File: src/rtl/ble_packet_deframer_pkg.sv
// rtl/ble_packet_deframer_pkg.sv - shared state encoding and framing constants for the BLE deframer
package ble_packet_deframer_pkg;

  typedef enum logic [1:0] {
    ST_SEARCH  = 2'd0,
    ST_HEADER  = 2'd1,
    ST_PAYLOAD = 2'd2
  } state_e;

  localparam int AA_BITS_C     = 32;
  localparam int HDR_BYTES     = 2;
  localparam int CRC_BYTES     = 3;
  localparam int LFSR_W        = 7;
  localparam int LFSR_SEED_BIT = 6;

endpackage

File: src/rtl/ble_dewhiten_lfsr.sv
// rtl/ble_dewhiten_lfsr.sv - 7-bit BLE whitening LFSR: seed load, per-bit step, XOR output
module ble_dewhiten_lfsr
  import ble_packet_deframer_pkg::*;
(
  input  logic       clk,
  input  logic       rst,
  input  logic       load_i,
  input  logic [5:0] channel_i,
  input  logic       step_i,
  input  logic       in_bit_i,
  output logic       out_bit_o
);

  logic [LFSR_W-1:0] w_q;
  logic [LFSR_W-1:0] w_d;
  logic [LFSR_W-1:0] seed;

  always_comb begin
    seed                = {1'b0, channel_i};
    seed[LFSR_SEED_BIT] = 1'b1;
  end

  always_comb begin
    w_d = w_q;
    if (load_i) begin
      w_d = seed;
    end else if (step_i) begin
      w_d = {w_q[0], w_q[6], w_q[5], w_q[4] ^ w_q[0], w_q[3], w_q[2], w_q[1]};
    end
  end

  always_ff @(posedge clk or negedge rst) begin
    if (!rst) begin
      w_q <= '0;
    end else begin
      w_q <= w_d;
    end
  end

  assign out_bit_o = in_bit_i ^ w_q[0];

endmodule

File: src/rtl/ble_packet_deframer.sv
// rtl/ble_packet_deframer.sv - BLE access-address search and byte deframer
// Optional de-whitening is compiled in with BLE_DEWHITEN_EN.
module ble_packet_deframer
  import ble_packet_deframer_pkg::*;
#(
  parameter int AA_BITS     = AA_BITS_C,
  parameter int MAX_PDU_LEN = 255
) (
  input  logic               clk,
  input  logic               rst,
  input  logic               update_data,
  input  logic               data_bit,
  input  logic               search_en,
  input  logic [AA_BITS-1:0] access_address,
  input  logic [2:0]         aa_err_thresh,
  input  logic [5:0]         channel_index,
  output logic               aa_match,
  output logic [7:0]         byte_out,
  output logic               byte_valid,
  output logic               is_header,
  output logic [7:0]         pdu_len,
  output logic               pkt_done
);

  localparam int                FILL_W    = $clog2(AA_BITS + 1);
  localparam logic [FILL_W-1:0] FILL_FULL = FILL_W'(AA_BITS);
  localparam logic [FILL_W-1:0] FILL_LAST = FILL_W'(AA_BITS - 1);
  localparam logic [7:0]        MAX_LEN   = 8'(MAX_PDU_LEN);
  localparam logic [8:0]        TAIL_OFS  = 9'(HDR_BYTES + CRC_BYTES - 1);

  state_e             state_q, state_d;
  logic [AA_BITS-1:0] aa_sr_q, aa_sr_d;
  logic [FILL_W-1:0]  fill_q, fill_d;
  logic [2:0]         bit_cnt_q, bit_cnt_d;
  logic [8:0]         byte_cnt_q, byte_cnt_d;
  logic [7:0]         byte_sr_q, byte_sr_d;
  logic [7:0]         pdu_len_q, pdu_len_d;
  logic [7:0]         byte_out_q, byte_out_d;
  logic               aa_match_q, aa_match_d;
  logic               byte_valid_q, byte_valid_d;
  logic               is_header_q, is_header_d;
  logic               pkt_done_q, pkt_done_d;

  logic               bit_take;
  logic               rx_bit;
  logic [AA_BITS-1:0] aa_shift;
  logic [FILL_W-1:0]  aa_errs;
  logic               aa_hit;
  logic [7:0]         byte_next;
  logic               byte_done;
  logic               hdr_done;
  logic               last_byte;
  logic [7:0]         len_clamped;

  assign bit_take = update_data & search_en;
  assign aa_shift = {data_bit, aa_sr_q[AA_BITS-1:1]};

  // Popcount runs on the post-shift value so aa_match lands one cycle after the completing bit.
  always_comb begin
    aa_errs = '0;
    for (int i = 0; i < AA_BITS; i++) begin
      aa_errs = aa_errs + FILL_W'(aa_shift[i] ^ access_address[i]);
    end
  end

  assign aa_hit = (state_q == ST_SEARCH) && bit_take && (fill_q >= FILL_LAST) &&
                  (aa_errs <= FILL_W'(aa_err_thresh));

`ifdef BLE_DEWHITEN_EN
  ble_dewhiten_lfsr u_lfsr (
    .clk       (clk),
    .rst       (rst),
    .load_i    (aa_hit),
    .channel_i (channel_index),
    .step_i    (bit_take && (state_q != ST_SEARCH)),
    .in_bit_i  (data_bit),
    .out_bit_o (rx_bit)
  );
`else
  logic unused_channel;
  assign unused_channel = ^channel_index;
  assign rx_bit         = data_bit;
`endif

  assign byte_next   = {rx_bit, byte_sr_q[7:1]};
  assign byte_done   = bit_take && (state_q != ST_SEARCH) && (bit_cnt_q == 3'd7);
  assign hdr_done    = byte_done && (state_q == ST_HEADER) && (byte_cnt_q == 9'(HDR_BYTES - 1));
  assign last_byte   = byte_done && (state_q == ST_PAYLOAD) &&
                       (byte_cnt_q == ({1'b0, pdu_len_q} + TAIL_OFS));
  assign len_clamped = (byte_next > MAX_LEN) ? MAX_LEN : byte_next;

  always_ff @(posedge clk or negedge rst) begin
    if (!rst) begin
      state_q <= ST_SEARCH;
    end else begin
      state_q <= state_d;
    end
  end

  always_comb begin
    state_d = state_q;
    if (!search_en) begin
      state_d = ST_SEARCH;
    end else begin
      case (state_q)
        ST_SEARCH:  if (aa_hit)    state_d = ST_HEADER;
        ST_HEADER:  if (hdr_done)  state_d = ST_PAYLOAD;
        ST_PAYLOAD: if (last_byte) state_d = ST_SEARCH;
        default:                   state_d = ST_SEARCH;
      endcase
    end
  end

  always_comb begin
    aa_sr_d      = aa_sr_q;
    fill_d       = fill_q;
    bit_cnt_d    = bit_cnt_q;
    byte_cnt_d   = byte_cnt_q;
    byte_sr_d    = byte_sr_q;
    pdu_len_d    = pdu_len_q;
    byte_out_d   = byte_out_q;
    aa_match_d   = 1'b0;
    byte_valid_d = 1'b0;
    is_header_d  = 1'b0;
    pkt_done_d   = 1'b0;
    if (!search_en) begin
      aa_sr_d = '0;
      fill_d  = '0;
    end else if (bit_take) begin
      case (state_q)
        ST_SEARCH: begin
          aa_sr_d = aa_shift;
          fill_d  = (fill_q == FILL_FULL) ? fill_q : fill_q + FILL_W'(1);
          if (aa_hit) begin
            aa_match_d = 1'b1;
            bit_cnt_d  = '0;
            byte_cnt_d = '0;
            pdu_len_d  = '0;
          end
        end
        ST_HEADER, ST_PAYLOAD: begin
          byte_sr_d = byte_next;
          bit_cnt_d = bit_cnt_q + 3'd1;
          if (byte_done) begin
            byte_out_d   = byte_next;
            byte_valid_d = 1'b1;
            is_header_d  = (state_q == ST_HEADER);
            byte_cnt_d   = byte_cnt_q + 9'd1;
          end
          if (hdr_done) begin
            pdu_len_d = len_clamped;
          end
          if (last_byte) begin
            pkt_done_d = 1'b1;
            aa_sr_d    = '0;
            fill_d     = '0;
          end
        end
        default: ;
      endcase
    end
  end

  always_ff @(posedge clk or negedge rst) begin
    if (!rst) begin
      aa_sr_q      <= '0;
      fill_q       <= '0;
      bit_cnt_q    <= '0;
      byte_cnt_q   <= '0;
      byte_sr_q    <= '0;
      pdu_len_q    <= '0;
      byte_out_q   <= '0;
      aa_match_q   <= 1'b0;
      byte_valid_q <= 1'b0;
      is_header_q  <= 1'b0;
      pkt_done_q   <= 1'b0;
    end else begin
      aa_sr_q      <= aa_sr_d;
      fill_q       <= fill_d;
      bit_cnt_q    <= bit_cnt_d;
      byte_cnt_q   <= byte_cnt_d;
      byte_sr_q    <= byte_sr_d;
      pdu_len_q    <= pdu_len_d;
      byte_out_q   <= byte_out_d;
      aa_match_q   <= aa_match_d;
      byte_valid_q <= byte_valid_d;
      is_header_q  <= is_header_d;
      pkt_done_q   <= pkt_done_d;
    end
  end

  assign aa_match   = aa_match_q;
  assign byte_out   = byte_out_q;
  assign byte_valid = byte_valid_q;
  assign is_header  = is_header_q;
  assign pdu_len    = pdu_len_q;
  assign pkt_done   = pkt_done_q;

endmodule

File: config.mk
export PLATFORM = sky130hd
export DESIGN_NAME = ble_packet_deframer
export DESIGN_NICKNAME = d
export VERILOG_FILES = /design/src/rtl/ble_packet_deframer_pkg.sv /design/src/rtl/ble_dewhiten_lfsr.sv /design/src/rtl/ble_packet_deframer.sv
export SDC_FILE = /design/constraint.sdc
export NUM_CORES = 1
export LEC_CHECK = 0
export BUFFER_PORTS_ARGS = -buffer_cell sky130_fd_sc_hd__buf_2
export CAP_MARGIN = 20
export CORE_ASPECT_RATIO = 0.8
export CORE_UTILIZATION = 35
export CTS_CLUSTER_SIZE = 28
export DETAILED_ROUTE_END_ITERATION = 8
export PLACE_DENSITY = 0.51
export SLEW_MARGIN = 20
export SYNTH_ARGS = -nofsm -noshare
export SYNTH_HDL_FRONTEND = slang
export SYNTH_SLANG_ARGS = --single-unit
export TNS_END_PERCENT = 30
File: constraint.sdc
create_clock -name clk -period 18.9 [get_ports clk]
set_input_delay 1.89 -clock clk [delete_from_list [all_inputs] [get_ports clk]]
set_output_delay 1.89 -clock clk [all_outputs]
set_load 0.02 [all_outputs]
==> results of run 1 <==
==> per-stage QoR <==
stage          cell area [µm²]  hold slack (ps)  worst slack [ps]   util  cells
2_1_floorplan             4990              462             11290      -    503
4_1_cts                   5720              508             10700  0.417    737
3_5_place_dp              5410              494             10370  0.394    721
6_report                  5740              502             10940  0.417    737
5_1_grt                   5740              523             10570  0.417    737
3_3_place_gp              5410              487             10450  0.394    721
==> how the worst max path moves through the flow <==
stage                                to  cells past startpoint  slack, ps               from
after global routing      byte_cnt_q[7]                     19      10570  access_address[0]
after CTS                 byte_cnt_q[7]                     19      10700  access_address[7]
final                     byte_cnt_q[7]                     19      10940  access_address[5]
after floorplan           byte_cnt_q[3]                     20      11290  access_address[1]
after global placement    byte_cnt_q[5]                     19      10450  access_address[5]
after detailed placement  byte_cnt_q[7]                     19      10370  access_address[7]
==> layout make-up <==
type / count / area, µm²
fill: 1336 / 8010
multi-input combinational: 371 / 2810
sequential: 78 / 1950
timing repair buffer: 61 / 317
clock buffer: 10 / 229
tap: 180 / 225
inverter: 31 / 116
clock inverter: 6 / 86.3
==> report_power, final <==
part	internal, µW	leakage [µW]	switching (µW)
Sequential	184	0.00108	18.7
Clock	115	0.000152	71.0
Combinational	168	0.00140	225
==> layout by cell type (no fill, tap or decap), types with 3 or more instances in the layout <==
| master | netlist | final |
|---|---|---|
| clkbuf_16 | 0 | 9 |
| ha_1 | 21 | 21 |
| and2_1 | 4 | 4 |
| fa_1 | 24 | 24 |
| xnor2_1 | 37 | 37 |
| nor2_1 | 4 | 4 |
| buf_2 | 1 | 58 |
| and3_1 | 8 | 8 |
| a21oi_1 | 12 | 12 |
| xor2_1 | 6 | 6 |
| nand4_1 | 5 | 5 |
| o21ai_2 | 30 | 30 |
| mux2_2 | 9 | 9 |
| o31ai_1 | 3 | 3 |
| or3_1 | 4 | 4 |
| dfrtp_1 | 78 | 78 |
| o21ai_0 | 20 | 20 |
| nor2b_1 | 3 | 3 |
| nand3_1 | 12 | 12 |
| nand2_1 | 114 | 114 |
| nor3_1 | 3 | 3 |
| mux2i_1 | 3 | 3 |
| inv_1 | 31 | 31 |
==> state kept, by name, indices dropped and copies added, names as in the netlist, 2 cells and up <==
name / flops
aa_sr_q: 31
bit_cnt_q: 3
byte_cnt_q: 9
byte_out: 8
byte_sr_q: 7
fill_q: 6
pdu_len: 8
state_q: 2
==> kinds of logic after synthesis <==
logic type | Yosys count
and+or+nand+nor | 175
adders and majority gates | 45
buffers and inverters | 54
AOI/OAI and AO/OA | 96
muxes | 12
DFF | 78
xor gates and xnor gates | 43
==> per-layer routing <==
layer  GRT usage  routed length (µm)  vias to the layer above
li1            -                   -                     1805
met1       0.239                5710                     1778
met2       0.249                4990                       62
met3      0.0479                 417                        9
met4      0.0506                 127                        0
met5           0                   0                        -
==> critical path, delay by kind of cell <==
kind            cells  cell delay, ps
xor+xnor            1             150
fa+ha+maj           9            4180
compound gates      4            1100
simple gates        1             640
buf+inv             4             270
==> results.toml, run 1 <==
[outcome]
outcome = "complete, no violations"

[yosys]
synth-compound-area-share = 0.145
synth_adder_area_share = 0.149
ys_types = 57
synth_edf_count = 0
yosysTopAreaCell = "dfrtp_1"
synth_common_cells = "nand2_1, dfrtp_1, xnor2_1"
async_reset_ff_frac = 1.00
synth_top_family_by_area = "simple AND/OR/NAND/NOR gates"
synthCells = 503
yosys.area_share.simple = 0.165
synthXorXnorAreaFrac = 0.0754
synth.most_common_cell = "nand2_1"
synthMuxAreaShare = 0.0263
synth_nets = 594
yosys_warnings = 0
synth_top_area_frac = 0.391
syn_area_mm2 = 0.00499
ys.flop_type = "dfrtp_1"
yosys-top-cells-area = "dfrtp_1, fa_1, nand2_1"
ys_ff_latch = 78
syn_area_per_cell_um2 = 9.93
seq_area_frac_synth = 0.391

[final_layout]
antennaDiodeCount = 0
area_growth_pct = 14.9
drive_gt1_frac = 0.223
layout.nets = 643

[pwr]
power_uw = 782
leakage_uw = 0.00263
powerDensity_mw_per_mm2 = 136
ir_worst_vdd_mv = 0.0755

[worst_setup_path]
worstPathRequired_ps = 19170
path_max_fanout = 18
crit_path_frequent_cell = "fa_1"
cp_cell_sequence = "buf_2, xnor2_1, fa_1, fa_1, fa_1, fa_1, fa_1, inv_1, fa_1, ha_1, inv_1, fa_1, inv_1, ha_1, a211oi_1, o211a_1, a41oi_2, or4_1, a21oi_1"
slowest_delay_ps = 640
critPathKind = "input pin to flop"
worst_path_max_delay_cell = "or4_1"
arrival_ps = 8230
rr_startpoint = "aa_sr_q[6]"
r2r_slack_ps = 12150
reg2reg_to = "byte_cnt_q[7]"
end_kind = "flop"
critPathLaunchType = "input pin"
ff2ff_path_depth = 18

[timing]
layout_min_cycle_time_ps = 7960
max_freq_mhz = 126
worst_pin_slew_ps = 1050
hold_viol_final = 0
setup_viol = 0
fin_skew_ps = 5.03
fin_tns_setup_ps = 0
relSlewSlack = 0.303
finalCritPeriodShare = 0.421
rsz0062_at_grt = "false"
finalMaxSlewViolations = 0

[drt]
wl_um = 11200
drt_iter0_markers = 203
vias = 3654
detail_route.first_pass.iterations = 4
final_antenna_net_count = 0
via_per_inst = 4.96
wire_per_inst_um = 15.3
drc = 0

[clocking]
cts_buffer_depth = 2
cts_max_level = 3
cts_sinks = 78
cts_resized = 0
hold_buffers = 0
ctsRootBufferMaster = "clkbuf_16"
numCtsBuffers = 9
clk_latency_ps = 350
postCtsSetupBuffers = 0
clk_pin_slew_ps = 60
cts_tree = "yes"

[worst_hold_path]
hold_path_end = "byte_out[0]"
hp-start = "byte_out[0]"
hold_depth = 1
worstHoldPathType = "flop to flop"

[job]
maxCapViolations = 0

[floorplan]
ioPinCount = 66
die_height_um = 109
start_util = 0.363
die_x_um = 136
core_mm2 = 0.0137
rows = 38
dieArea_mm2 = 0.0147

[global_route]
grt_max_degree = 79
grt_pass1_vias = 3610
grt_usage = 0.169
grt.overflow.total = 0
grt_pass1_wl_um = 18700
antenna_found_initial = 0

[placement]
dp_hpwl_um = 8110
portBuffers = 59
gp_congestion = 0.821
Power figures use the tool's default switching activity.
==> run 2: changes to the inputs <==
==> constraint.sdc (replaced) <==
create_clock -name clk -period 7.6 [get_ports clk]
set_input_delay 0.76 -clock clk [delete_from_list [all_inputs] [get_ports clk]]
set_output_delay 0.76 -clock clk [all_outputs]
set_load 0.02 [all_outputs]
==> run 2 against run 1 <==
Compared with the run above:
- clock power rose to 2.7 times the previous value
- hold slack got worse by 54 ps
- via count barely moved
- clock-buffer cell count down 1
- first-iteration DRC count down 24%
- combinational power rose by 150%
- sequential power up 150%
- highest routed layer unchanged
==> results.toml, run 2 (synthesis results as in run 1) <==
[pwr]
power_uw = 1980
p_sw_uw = 781
power.internal_uw = 1200
power_frac_seq = 0.256
powerDensity_mw_per_mm2 = 343
leakage_uw = 0.00265
clockPowerShare = 0.256
p_comb_frac = 0.489
ir_worst_vdd_mv = 0.152
swShare = 0.395

[floorplan]
die_x_um = 136
core_mm2 = 0.0137
rows = 38
start_util = 0.363
die_height_um = 109
ioPinCount = 66
dieArea_mm2 = 0.0147

[final_layout]
area_growth_pct = 15.6
largest_reg_flops = 31
fillers = 1331
reg_top3 = "aa_sr_q (31), byte_cnt_q (9)"
top_register = "aa_sr_q"
final_cell_mix = "nand2_1, dfrtp_1, buf_2"
antennaDiodeCount = 0
seqCellArea_mm2 = 0.00195
multi_input_area_mm2 = 0.00280
final_common_cell = "nand2_1"
layout.nets = 645
drive_gt1_frac = 0.225

[drt]
final_antenna_net_count = 0
wire_per_inst_um = 15.0
detail_route.first_pass.iterations = 4
wl_um = 11100
via_per_inst = 4.94
drc = 0
vias = 3651
drt_iter0_markers = 155

[timing]
layout_min_cycle_time_ps = 6660
fin_skew_ps = 7.72
hold_viol_final = 0
setup_viol = 0
relSlewSlack = 0.375
finalMaxSlewViolations = 0
worst_pin_slew_ps = 938
rsz0062_at_grt = "false"
max_freq_mhz = 150
fin_tns_setup_ps = 0
finalCritPeriodShare = 0.876

[global_route]
grt.overflow.total = 0
grt_max_degree = 79
grt_usage = 0.165
antenna_found_initial = 0
grt_pass1_vias = 3542
grt_pass1_wl_um = 18200

[job]
maxCapViolations = 0

[clocking]
postCtsSetupBuffers = 0
cts_max_level = 3
ctsRootBufferMaster = "clkbuf_16"
clk_pin_slew_ps = 60
cts_resized = 0
cts_sinks = 78
numCtsBuffers = 9
clk_latency_ps = 350
cts_buffer_depth = 2
cts_tree = "yes"
hold_buffers = 0

[worst_setup_path]
cp.depth = 20
critPathKind = "input pin to flop"
path_max_fanout = 18
cp.buffers_inverters = 5
crit_path_frequent_cell = "fa_1"
reg2reg_to = "byte_cnt_q[5]"
ff2ff_path_depth = 19
startpoint = "access_address[5]"
arrival_ps = 6930
slowest_delay_ps = 610
worst_path_max_delay_cell = "fa_1"
cp_cell_sequence = "buf_2, xnor2_1, fa_1, fa_1, fa_1, fa_1, fa_1, inv_1, fa_1, ha_1, inv_1, fa_1, inv_1, ha_1, a211oi_1, o211a_1, a41oi_1, buf_4, or4_1, a21oi_1"
worstPathRequired_ps = 7870
critPathLaunchType = "input pin"
cp_top_family = "adder cells"
rr_startpoint = "aa_sr_q[6]"
end_kind = "flop"
r2r_slack_ps = 1030
crit_end = "byte_cnt_q[5]"

[worst_hold_path]
worstHoldPathType = "input pin to async pin"

[placement]
gp_congestion = 0.821
portBuffers = 59
dp_hpwl_um = 7990

[outcome]
outcome = "complete, no violations"
[run 2: layout make-up]
type                       count  area share
multi-input combinational    371       0.486
sequential                    78       0.338
timing repair buffer          63      0.0570
tap                          180      0.0390
clock inverter                 7      0.0210
clock buffer                   9      0.0390
inverter                      31      0.0202
[run 2: per-layer routing]
metal,GRT usage,vias to the layer above,part of all wire
met5,0,-,0
met4,0.0457,0,0.0092
met3,0.0451,6,0.035
met2,0.239,64,0.43
met1,0.238,1776,0.52
li1,-,1805,-
[run 2: worst min path at each step]
| stage | startpoint | endpoint | cells after the start |
|---|---|---|---|
| after floorplan | rst | aa_match | 0 |
| after global placement | byte_out[0] | byte_out[0] | 1 |
| after detailed placement | byte_out[0] | byte_out[0] | 1 |
| after CTS | byte_out[0] | byte_out[0] | 1 |
| after global routing | rst | byte_cnt_q[4] | 1 |
| final | rst | byte_cnt_q[7] | 1 |
[run 2: metrics by stage]
step	cell area (µm²)	hold WS [ps]	instances	setup slack, ps	utilization
finish	5770	448	739	941	0.420
global route	5770	508	739	573	0.420
CTS	5760	508	738	855	0.419
detailed placement	5420	493	722	475	0.394
global placement	5420	487	722	577	0.394
floorplan	4990	462	503	1120	-
[run 2: power by group through the flow]
| stage | Sequential [µW] | Combinational, µW | Clock [µW] |
|---|---|---|---|
| final | 506 | 967 | 506 |
| after CTS | 506 | 990 | 520 |
| after global placement | 511 | 957 | 0 |
| after floorplan | 511 | 781 | 0 |
| after global routing | 514 | 1110 | 537 |
| after detailed placement | 513 | 982 | 0 |
==> run 3: changes to the inputs <==
==> constraint.sdc (replaced) <==
create_clock -name clk -period 8.4 [get_ports clk]
set_input_delay 0.84 -clock clk [delete_from_list [all_inputs] [get_ports clk]]
set_output_delay 0.84 -clock clk [all_outputs]
set_load 0.02 [all_outputs]
==> run 3 against run 2 <==
Compared with the run above:
- register-to-register slack improved by 650 ps
- highest routed layer unchanged
- clock power decreased by 26%
- critical path type unchanged
- critical path depth decreased by 1
- sequential power decreased by 9.9%
==> results.toml, run 3 (synthesis results as in run 1) <==
[outcome]
outcome = "complete, no violations"

[global_route]
grt_pass1_vias = 3591
grt_usage = 0.167
antenna_found_initial = 0
grt.overflow.total = 0
grt_max_degree = 79
grt_pass1_wl_um = 18500

[clocking]
postCtsSetupBuffers = 0
ctsRootBufferMaster = "clkbuf_16"
cts_resized = 0
clk_latency_ps = 350
numCtsBuffers = 9
clk_pin_slew_ps = 60
cts_tree = "yes"
cts_sinks = 78
hold_buffers = 0
cts_buffer_depth = 2
cts_max_level = 3

[floorplan]
core_mm2 = 0.0137
die_height_um = 109
dieArea_mm2 = 0.0147
start_util = 0.363
rows = 38
die_x_um = 136
ioPinCount = 66

[timing]
hold_viol_final = 0
finalMaxSlewViolations = 0
worst_pin_slew_ps = 953
max_freq_mhz = 145
fin_skew_ps = 7.42
setup_viol = 0
relSlewSlack = 0.364
rsz0062_at_grt = "false"
fin_tns_setup_ps = 0
finalCritPeriodShare = 0.822
layout_min_cycle_time_ps = 6900

[worst_setup_path]
arrival_ps = 7180
critPathLaunchType = "input pin"
rr_startpoint = "aa_sr_q[14]"
worstPathRequired_ps = 8670
critPathKind = "input pin to flop"
reg2reg_to = "byte_cnt_q[5]"
crit_end = "byte_cnt_q[5]"
end_kind = "flop"
cp_cell_sequence = "buf_2, xnor2_1, fa_1, fa_1, fa_1, fa_1, fa_1, inv_1, fa_1, ha_1, inv_1, fa_1, inv_1, ha_1, a211oi_1, o211a_1, a41oi_2, or4_1, a21oi_1"
startpoint = "access_address[13]"
ff2ff_path_depth = 18
crit_path_frequent_cell = "fa_1"
path_max_fanout = 18
worst_path_max_delay_cell = "or4_1"
slowest_delay_ps = 640
r2r_slack_ps = 1680

[worst_hold_path]
hold_depth = 1
worstHoldPathType = "flop to flop"

[drt]
drc = 0
wire_per_inst_um = 15.3
detail_route.first_pass.iterations = 4
via_per_inst = 5.01
drt_iter0_markers = 168
wl_um = 11300
final_antenna_net_count = 0
vias = 3692

[pwr]
swShare = 0.416
p_sw_uw = 712
power.internal_uw = 1000
p_comb_frac = 0.514
ir_worst_vdd_mv = 0.144
power_frac_seq = 0.266
clockPowerShare = 0.219
leakage_uw = 0.00261
powerDensity_mw_per_mm2 = 300

[final_layout]
largest_reg_flops = 31
drive_gt1_frac = 0.226
fin_area_mm2 = 0.00571
area_growth_pct = 14.4
layout.nets = 643
reg_top3 = "aa_sr_q (31), byte_cnt_q (9)"
seqCellArea_mm2 = 0.00195
multi_input_area_mm2 = 0.00282
final_common_cell = "nand2_1"
antennaDiodeCount = 0
top_register = "aa_sr_q"
final_cell_mix = "nand2_1, dfrtp_1, buf_2"
fillers = 1360

[placement]
placed_area_mm2 = 0.00541
dp_hpwl_um = 8120
portBuffers = 59
gp_congestion = 0.826

[job]
maxCapViolations = 0
## run 3: cell count changes in the layout (fill, tap and decap cells not counted), sizes merged
cell / change
clkinvlp: +4
bufinv: -3
buf: -2
clkbuf: +1
clkinv: -1
inv: -1
## run 3: power groups by stage
| stage | clock network [µW] | registers (µW) | logic (µW) |
|---|---|---|---|
| after global placement | 0 | 462 | 864 |
| final | 376 | 456 | 880 |
| after floorplan | 0 | 463 | 706 |
| after global routing | 406 | 464 | 1020 |
| after detailed placement | 0 | 463 | 894 |
| after CTS | 389 | 457 | 898 |
## run 3: final cells by class
class                      instances  area share
timing repair buffer              61      0.0554
clock buffer                      10      0.0418
tap                              180      0.0394
multi-input combinational        371       0.493
inverter                          31      0.0204
sequential                        78       0.342
clock inverter                     6     0.00832
## run 3: worst min path at each step
stage,start,endpoint,slack [ps]
floorplan,byte_sr_q[7],byte_sr_q[7],460
global route,byte_out[1],byte_out[1],520
CTS,byte_out[1],byte_out[1],510
detailed placement,byte_out[1],byte_out[1],490
finish,byte_out[4],byte_out[4],500
global placement,byte_out[1],byte_out[1],490
## run 3: per-stage QoR
stage / hold WS (ps) / setup slack (ps) / total power [µW] / utilization / instances
detailed placement: 492 / 915 / 1360 / 0.394 / 721
finish: 499 / 1500 / 1710 / 0.416 / 737
global placement: 487 / 1030 / 1330 / 0.394 / 721
global route: 522 / 1150 / 1890 / 0.416 / 737
floorplan: 462 / 1840 / 1170 / - / 503
CTS: 507 / 1250 / 1740 / 0.414 / 737
## run 3: worst max-delay path: cells and delay by family
| kind | cells | cell delay (ps) |
|---|---|---|
| simple gates | 1 | 640 |
| buf+inv | 4 | 260 |
| xor+xnor | 1 | 220 |
| fa+ha+maj | 9 | 4110 |
| compound gates | 4 | 1100 |
## run 3: layer usage
layer | up-vias | GRT usage | part of all wire
met2 | 54 | 0.246 | 0.43
met1 | 1817 | 0.236 | 0.51
met3 | 17 | 0.0372 | 0.036
met4 | 0 | 0.0714 | 0.018
li1 | 1804 | - | -
met5 | - | 0 | 0
